**src/rtl/snn_window_sched.sv**
```systemverilog
// Decision-window scheduler: latches one sensor sample, clears the network, runs a fixed
// window of enabled steps, counts output spikes and reports counts plus a winner code.
module snn_window_sched #(
  parameter int EXCNUM = 2,
  parameter int SENSW  = 12,
  parameter int WINDOW = 64,
  parameter int SETTLE = 2,
  parameter int CNTW   = 8
) (
  input  logic                     clk,
  input  logic                     rst_n,
  input  logic                     abort,
  input  logic                     sens_valid,
  output logic                     sens_ready,
  input  logic [4*SENSW-1:0]       sens_data,
  output logic                     snn_rst,
  output logic                     snn_en,
  output logic [4*SENSW-1:0]       snn_sensor,
  input  logic [EXCNUM-1:0]        snn_spike,
  output logic                     dec_valid,
  input  logic                     dec_ready,
  output logic [EXCNUM*CNTW-1:0]   dec_count,
  output logic [1:0]               dec_winner,
  output logic                     busy
);

  localparam logic [2:0] S_IDLE   = 3'd0;
  localparam logic [2:0] S_CLEAR  = 3'd1;
  localparam logic [2:0] S_RUN    = 3'd2;
  localparam logic [2:0] S_DONE   = 3'd3;
  localparam logic [2:0] S_REPORT = 3'd4;

  localparam int PMAX = (SETTLE > WINDOW) ? SETTLE : WINDOW;
  localparam int PW   = $clog2(PMAX + 1);

  logic [2:0]                   state;
  logic [2:0]                   state_nxt;
  logic [PW-1:0]                phase;
  logic                         en_d;
  logic [EXCNUM-1:0][CNTW-1:0]  cnt;
  logic [EXCNUM-1:0][CNTW-1:0]  cnt_nxt;
  logic [1:0]                   winner_nxt;
  logic                         accept;
  logic                         cancel;

  assign sens_ready = (state == S_IDLE);
  assign accept     = sens_valid & sens_ready;
  assign cancel     = abort & ((state == S_CLEAR) || (state == S_RUN) || (state == S_DONE));
  assign snn_rst    = (state == S_IDLE) || (state == S_CLEAR);
  assign snn_en     = (state == S_RUN);
  assign dec_valid  = (state == S_REPORT);
  assign busy       = (state != S_IDLE);

  always_comb begin
    state_nxt = state;
    case (state)
      S_IDLE:   if (accept) state_nxt = S_CLEAR;
      S_CLEAR:  if (phase == '0) state_nxt = S_RUN;
      S_RUN:    if (phase == '0) state_nxt = S_DONE;
      S_DONE:   state_nxt = S_REPORT;
      S_REPORT: if (dec_ready) state_nxt = S_IDLE;
      default:  state_nxt = S_IDLE;
    endcase
    if (cancel) state_nxt = S_IDLE;
  end

  // Spikes lag the enable by one cycle because the network registers them, hence en_d.
  always_comb begin
    cnt_nxt = cnt;
    for (int i = 0; i < EXCNUM; i++) begin
      if (en_d && snn_spike[i] && (cnt[i] != '1)) cnt_nxt[i] = cnt[i] + CNTW'(1);
    end
  end

  always_comb begin
    winner_nxt = 2'b11;
    if ((cnt_nxt[0] == '0) && (cnt_nxt[1] == '0)) winner_nxt = 2'b00;
    else if (cnt_nxt[0] > cnt_nxt[1])             winner_nxt = 2'b01;
    else if (cnt_nxt[1] > cnt_nxt[0])             winner_nxt = 2'b10;
  end

  always_ff @(posedge clk or negedge rst_n) begin
    if (!rst_n) begin
      state <= S_IDLE;
      phase <= '0;
      en_d  <= 1'b0;
    end else begin
      state <= state_nxt;
      en_d  <= snn_en;
      if (accept)                                 phase <= PW'(SETTLE - 1);
      else if ((state == S_CLEAR) && (phase == '0)) phase <= PW'(WINDOW - 1);
      else if (phase != '0)                       phase <= phase - PW'(1);
    end
  end

  // The decision captures cnt_nxt so the spike arriving during DONE is included.
  always_ff @(posedge clk or negedge rst_n) begin
    if (!rst_n) begin
      cnt        <= '0;
      snn_sensor <= '0;
      dec_count  <= '0;
      dec_winner <= 2'b00;
    end else begin
      if (accept || cancel) cnt <= '0;
      else                  cnt <= cnt_nxt;
      if (accept) snn_sensor <= sens_data;
      if ((state == S_DONE) && !cancel) begin
        dec_count  <= cnt_nxt;
        dec_winner <= winner_nxt;
      end
    end
  end

endmodule

```
**config.mk**
```make
export PLATFORM = sky130hd
export DESIGN_NAME = snn_window_sched
export DESIGN_NICKNAME = d
export VERILOG_FILES = /design/src/rtl/snn_window_sched.sv
export SDC_FILE = /design/constraint.sdc
export NUM_CORES = 1
export LEC_CHECK = 0
export CAP_MARGIN = 30
export CORE_ASPECT_RATIO = 2
export CORE_MARGIN = 1
export CORE_UTILIZATION = 45
export DETAILED_ROUTE_END_ITERATION = 7
export GPL_TIMING_DRIVEN = 0
export HOLD_SLACK_MARGIN = 0.02
export MAX_ROUTING_LAYER = met4
export PLACE_DENSITY_LB_ADDON = 0.05
export SYNTH_ARGS = -nofsm -noshare
export SYNTH_HDL_FRONTEND = slang
export SYNTH_SLANG_ARGS = --single-unit
```
**constraint.sdc**
```tcl
create_clock -name clk -period 3.46 [get_ports clk]
set_input_delay 0.692 -clock clk [delete_from_list [all_inputs] [get_ports clk]]
set_output_delay 0.692 -clock clk [all_outputs]
set_load 0.02 [all_outputs]
```
* Yosys cells after proc, flatten, opt, wreduce, memory -nomap -nowiden
Index checks and enable logic that the tools add are counted.
** Word-level totals
- Register bits :: 93
- Output and inout port bits :: 71
** Operators by class
- Add/sub/neg operators :: 3
- Order comparisons :: 2
- Equality and inequality tests :: 10
- Muxes and demuxes :: 15
- Bitwise operators :: 2
- Reductions and logical operators :: 20
** Operators with widths (number)
- 2-to-1 mux 7 bit :: 3
- adder 8 x 1 -> 8 bit (second input constant) :: 2
- > comparator 8 bit :: 2
- logical NOT 8 bit :: 2
- 2-to-1 mux 16 bit :: 1
- 2-to-1 mux 8 bit :: 2
- != test 8 bit (second input constant) :: 2
- 2-to-1 mux 3 bit :: 5
- case mux 3 bit (5 select lines) :: 1
- != test 3 x 1 -> 1 bit (second input constant) :: 3
- logical AND 1 bit :: 7
- logical NOT 7 bit :: 1
- nonzero test 7 bit :: 1
- subtractor 7 x 1 -> 7 bit (second input constant) :: 1
- equality test 3 x 2 -> 1 bit (second input constant) :: 2
- nonzero test 3 bit :: 2
- logical OR 1 bit :: 4
- 2-to-1 mux 2 bit :: 2
- AND reduction 4 bit :: 1
- equality test 3 x 1 -> 1 bit (second input constant) :: 1
- equality test 3 bit (second input constant) :: 1
- logical NOT 3 bit :: 1
- != test 3 x 2 -> 1 bit (second input constant) :: 1
- bitwise AND 1 bit :: 2
- 2 further kinds :: 2

* Depth between registers and ports, before layout
- Depth in word-level cells :: 7
- Gate-level depth with buffers :: 14
- Depth with buffers taken out :: 14

* Worst setup path before layout
No wires, ideal clock.
- Kind :: in2reg
- Start point :: input port snn_spike[1]
- End point :: register dec_winner[0]
- Setup time :: 87 ps
- Arrival time :: 2841 ps
- Data required time :: 3373 ps
- Setup slack :: 532 ps
- Stages on the path :: 14
- Path buffers :: 1
- Path through :: and2_1 -> buf_2 -> o21ai_2 -> nor2_1 -> nand3_1 -> xor2_1 -> inv_1 -> ha_1 -> a21o_1 -> a21o_1 -> a211o_1 -> a221oi_2 -> a311oi_1 -> a211oi_2
** RTL lines
- from (decl) :: RTL line 19 : input logic [EXCNUM-1:0] snn_spike,
- to (signal assigned) :: RTL line 109 : dec_winner <= winner_nxt;
- to (decl) :: RTL line 23 : output logic [1:0] dec_winner,

==> Implementation_results.wiki <==
{| class="wikitable"
! Metric !! Value
|-
| Most common cell after layout, fill and taps aside || nand2_1
|-
| Maximum clock path buffer count || 2
|-
| Detail Placement HPWL || between 8000 and 9000 µm
|-
| Most frequent cells in the layout || nand2_1 (178), clkdlybuf4s50_1 (124), dfrtp_1 (93)
|-
| Post-synthesis area per instance || about 8.9 µm²
|-
| Total of flip-flops plus latches after synthesis || 93
|-
| I/O pin count || approximately 130
|-
| Share of final-layout standard cells stronger than drive strength 1 || 0.0701
|-
| Family with the most delay on the worst path || compound AO/OA/AOI/OAI gates
|-
| Post-layout minimum cycle time || around 3400 ps
|-
| Area fraction in and, or, nand and nor cells after synthesis || 0.262
|-
| Util after Layout || 0.652
|-
| Clock input transition at the sequential cells of the worst setup and hold paths || 60 ps
|-
| Buf/Inv on CP || 3
|-
| Combined area of the multi-input logic cells || around 1900 µm²
|-
| Worst min path class || input pin to async pin
|-
| Cell area reported after detailed placement || 5730 µm²
|-
| Residual DRC || 2
|-
| Met2 capacity usage during global routing || 0.450
|-
| Ant diodes || 0
|-
| First-pass GRT wire length || 18900 µm
|-
| Root Buffer Master || clkbuf_16
|-
| Reg2reg end || dec_winner[0]
|-
| Pre-Repair DR Iteration Count || 6
|-
| Post-placement worst setup slack || -318 ps
|-
| Final clock period utilization by the worst path || 0.971
|-
| Sequential cell area || approximately 2300 µm²
|-
| Setup slack on the worst flop-to-flop path || 360 ps
|-
| Final setup violation count || 0
|-
| Sequential share of the synthesized area || 0.539
|-
| Overall routing resource usage || 0.253
|-
| CP most frequent cell || a21o_1
|-
| Post-synth EDFFs || 0
|-
| Worst r2r src || cnt[8]
|-
| Final global-route overflow total || 0
|-
| Met3 track demand over resource || 0.0350
|-
| Final GP Congestion || around 0.89
|-
| Critical Path Max Stage Delay || a little under 500 ps
|-
| Effective utilization at floorplan || 0.464
|-
| Number of global-route vias before repair || roughly 4100
|-
| Primary FF master, synth || dfrtp_1
|-
| Max-cap viol count || 0
|-
| Number of antenna violations at the first check in global routing || 0
|-
| Max-slew violation count || 0
|-
| Antenna Nets Post-Route || 0
|-
| Fill cell instance count of the final layout || just under 800
|-
| Worst path arrival time || approximately 3600 ps
|-
| Sum Neg Setup Slack || 0 ps
|-
| WS Path Type || input pin to register
|-
| Total number of vias || about 3900
|-
| Hold slack final || between 200 and 250 ps
|-
| Vias per std cell || between 5 and 6
|-
| Maximum number of pins on one net before global-route repair || 73
|-
| Number of clock sinks || between 90 and 100
|-
| Worst path setup slack after routing || between 100 and 150 ps
|-
| Sort of element at the start of the critical path || input pin
|-
| Total count of hold-check failures in the final report || 0
|-
| Number of nets in the synthesized netlist || 548
|-
| Req. time, crit path || roughly 3700 ps
|-
| Multiplexer share of the synthesized area || 0.0151
|-
| CTS buffer count || 9
|-
| R2R depth || 14
|-
| Power density cells || about 740 nW/µm²
|-
| Critical path fanouts, max || 7
|-
| Adder-cell area share of the yosys netlist || 0.0290
|-
| Core Rows || 50
|-
| Worst Max-Slew Pin Slew || ~800 ps
|-
| Post-DR wirelength/cell || 16.0 µm
|-
| Clock tree from TritonCTS || yes
|-
| Leakage power of the design || between 2 and 3 nW
|-
| Synthesized netlist cell count || just under 500
|-
| Number of violations reported at the end of detailed-routing iteration 0 || about 190
|-
| Final nets || a little under 700
|-
| Worst-path cell chain || clkdlybuf4s50_1 -> and2_1 -> clkbuf_4 -> o21ai_2 -> nor2_2 -> nand3_2 -> xor2_2 -> inv_1 -> ha_1 -> a21o_1 -> a21o_1 -> a211o_1 -> a221oi_2 -> a311oi_1 -> a211oi_2
|-
| Netlist area before placement || 4320 µm²
|-
| Worst slew slack as a fraction of its limit || 0.464
|-
| Critical path depth in cells || 15
|-
| Final non-filler cell area || between 6000 and 7000 µm²
|-
| Core footprint || 9320 µm²
|-
| Worst-Skew Late Latency || ~330 ps
|-
| Share of synthesized flip-flops with an asynchronous set or reset || 1.00
|-
| Violated checks || design-rule violations
|-
| Layer with the highest usage || met2
|-
| Synth Warn # || 0
|-
| Compound-gate portion of the synthesized area || 0.0993
|-
| XOR/XNOR share of the synthesized area || 0.0203
|-
| Worst Clk Skew || 4.14 ps
|-
| Dominant combinational cell family by area after synthesis || simple AND/OR/NAND/NOR gates
|-
| Vertical die dimension || ~140 µm
|-
| Area growth from synthesis to final layout || 40.6%
|-
| Number of input and output port buffers inserted || around 130
|-
| Final Routed Wirelength || ~12000 µm
|-
| Crit. End Element || register
|-
| Synth cell types || just under 50
|-
| Cell with the biggest individual delay on the critical path || clkdlybuf4s50_1
|-
| Die Span X || ~71 µm
|-
| Upper clock frequency limit || 298 MHz
|-
| Number of H-tree levels || 3
|-
| Maximum ir drop on the vdd rail || 0.000511 V
|-
| GR met1 Demand/Resource || 0.253
|-
| Capture point of the worst path || dec_winner[0]
|-
| Critical Path Source || snn_spike[1]
|-
| Run status || finished with violations
|-
| Area of the die || ~10000 µm²
|}
stage by stage:
stage | cells | total power [W]
after floorplan | 483 | 0.00259
after global placement | 712 | 0.00346
after detailed placement | 713 | 0.00350
after CTS | 729 | 0.00455
after global routing | 732 | 0.00476
final | 732 | 0.00450
worst register-to-register path, cell delays in order, from the launching register on:
cell and delay (ps):
dfrtp_1 440, ha_1 270, nand3_1 130, o21ai_2 270, nor2_2 80, buf_4 140
xnor2_1 290, inv_1 120, ha_1 320, a21oi_1 160, nor2_1 50, a211o_1 280
a221oi_2 210, a311oi_1 100, a211oi_2 150
area by class of cell:
class                      count  area share
timing repair buffer         129       0.214
tap                          104      0.0214
inverter                      17      0.0105
sequential                    93       0.383
buffer                        21      0.0154
multi-input combinational    352       0.305
clock inverter                 4      0.0119
clock buffer                  12      0.0389
registers in the layout, summed over array words and instances (netlist names):
| name | flops |
|---|---|
| state | 3 |
| phase | 7 |
| snn_sensor | 48 |
| en_d | 1 |
| dec_winner | 2 |
| cnt | 16 |
| dec_count | 16 |
worst min path at each step:
stage | startpoint | end | slack, ps | cells past startpoint
floorplan | rst_n | cnt[0] | 400 | 0
global placement | snn_sensor[27] | snn_sensor[27] | 460 | 2
detailed placement | snn_sensor[25] | snn_sensor[25] | 460 | 2
CTS | rst_n | snn_sensor[35] | 240 | 1
global route | rst_n | snn_sensor[35] | 250 | 1
finish | rst_n | snn_sensor[35] | 240 | 1
power breakdown:
group          switching (W)  internal, W
registers           0.000184      0.00141
logic                0.00104     0.000834
clock network       0.000394     0.000633
total                0.00162      0.00288
timing repair:
action | 4_1_cts | 5_1_grt
pin swaps | 0 | 2
endpoints found under the setup margin | 1 | 2
resized for setup | 1 | 3
hold endpoints to repair | 0 | 0
buffers inserted | 0 | 3
hold buffers | 0 | 0
per-layer routing:
metal | wire length (µm) | up-vias
met3 | 380 | 39
met1 | 4110 | 1857
met4 | 567 | 0
li1 | - | 1870
met5 | 0 | -
met2 | 6660 | 118
cell usage after synthesis, types with 6 or more instances:
cell type,count,area [µm²]
a21oi_1,9,45.0
and3_1,6,37.5
buf_2,7,35.0
clkbuf_1,13,48.8
dfrtp_1,93,2330
ha_1,10,125
inv_1,17,63.8
nand2_1,178,668
nand3_1,14,70.1
nor2_1,34,128
nor3_1,8,40.0
o21ai_0,22,110
cells by family after synthesis:
logic type / Yosys count
buf+inv: 38
flops: 93
xor+xnor: 10
mux: 6
simple gates: 265
fa+ha+maj: 10
compound gates: 61
Power figures use the tool's default switching activity.
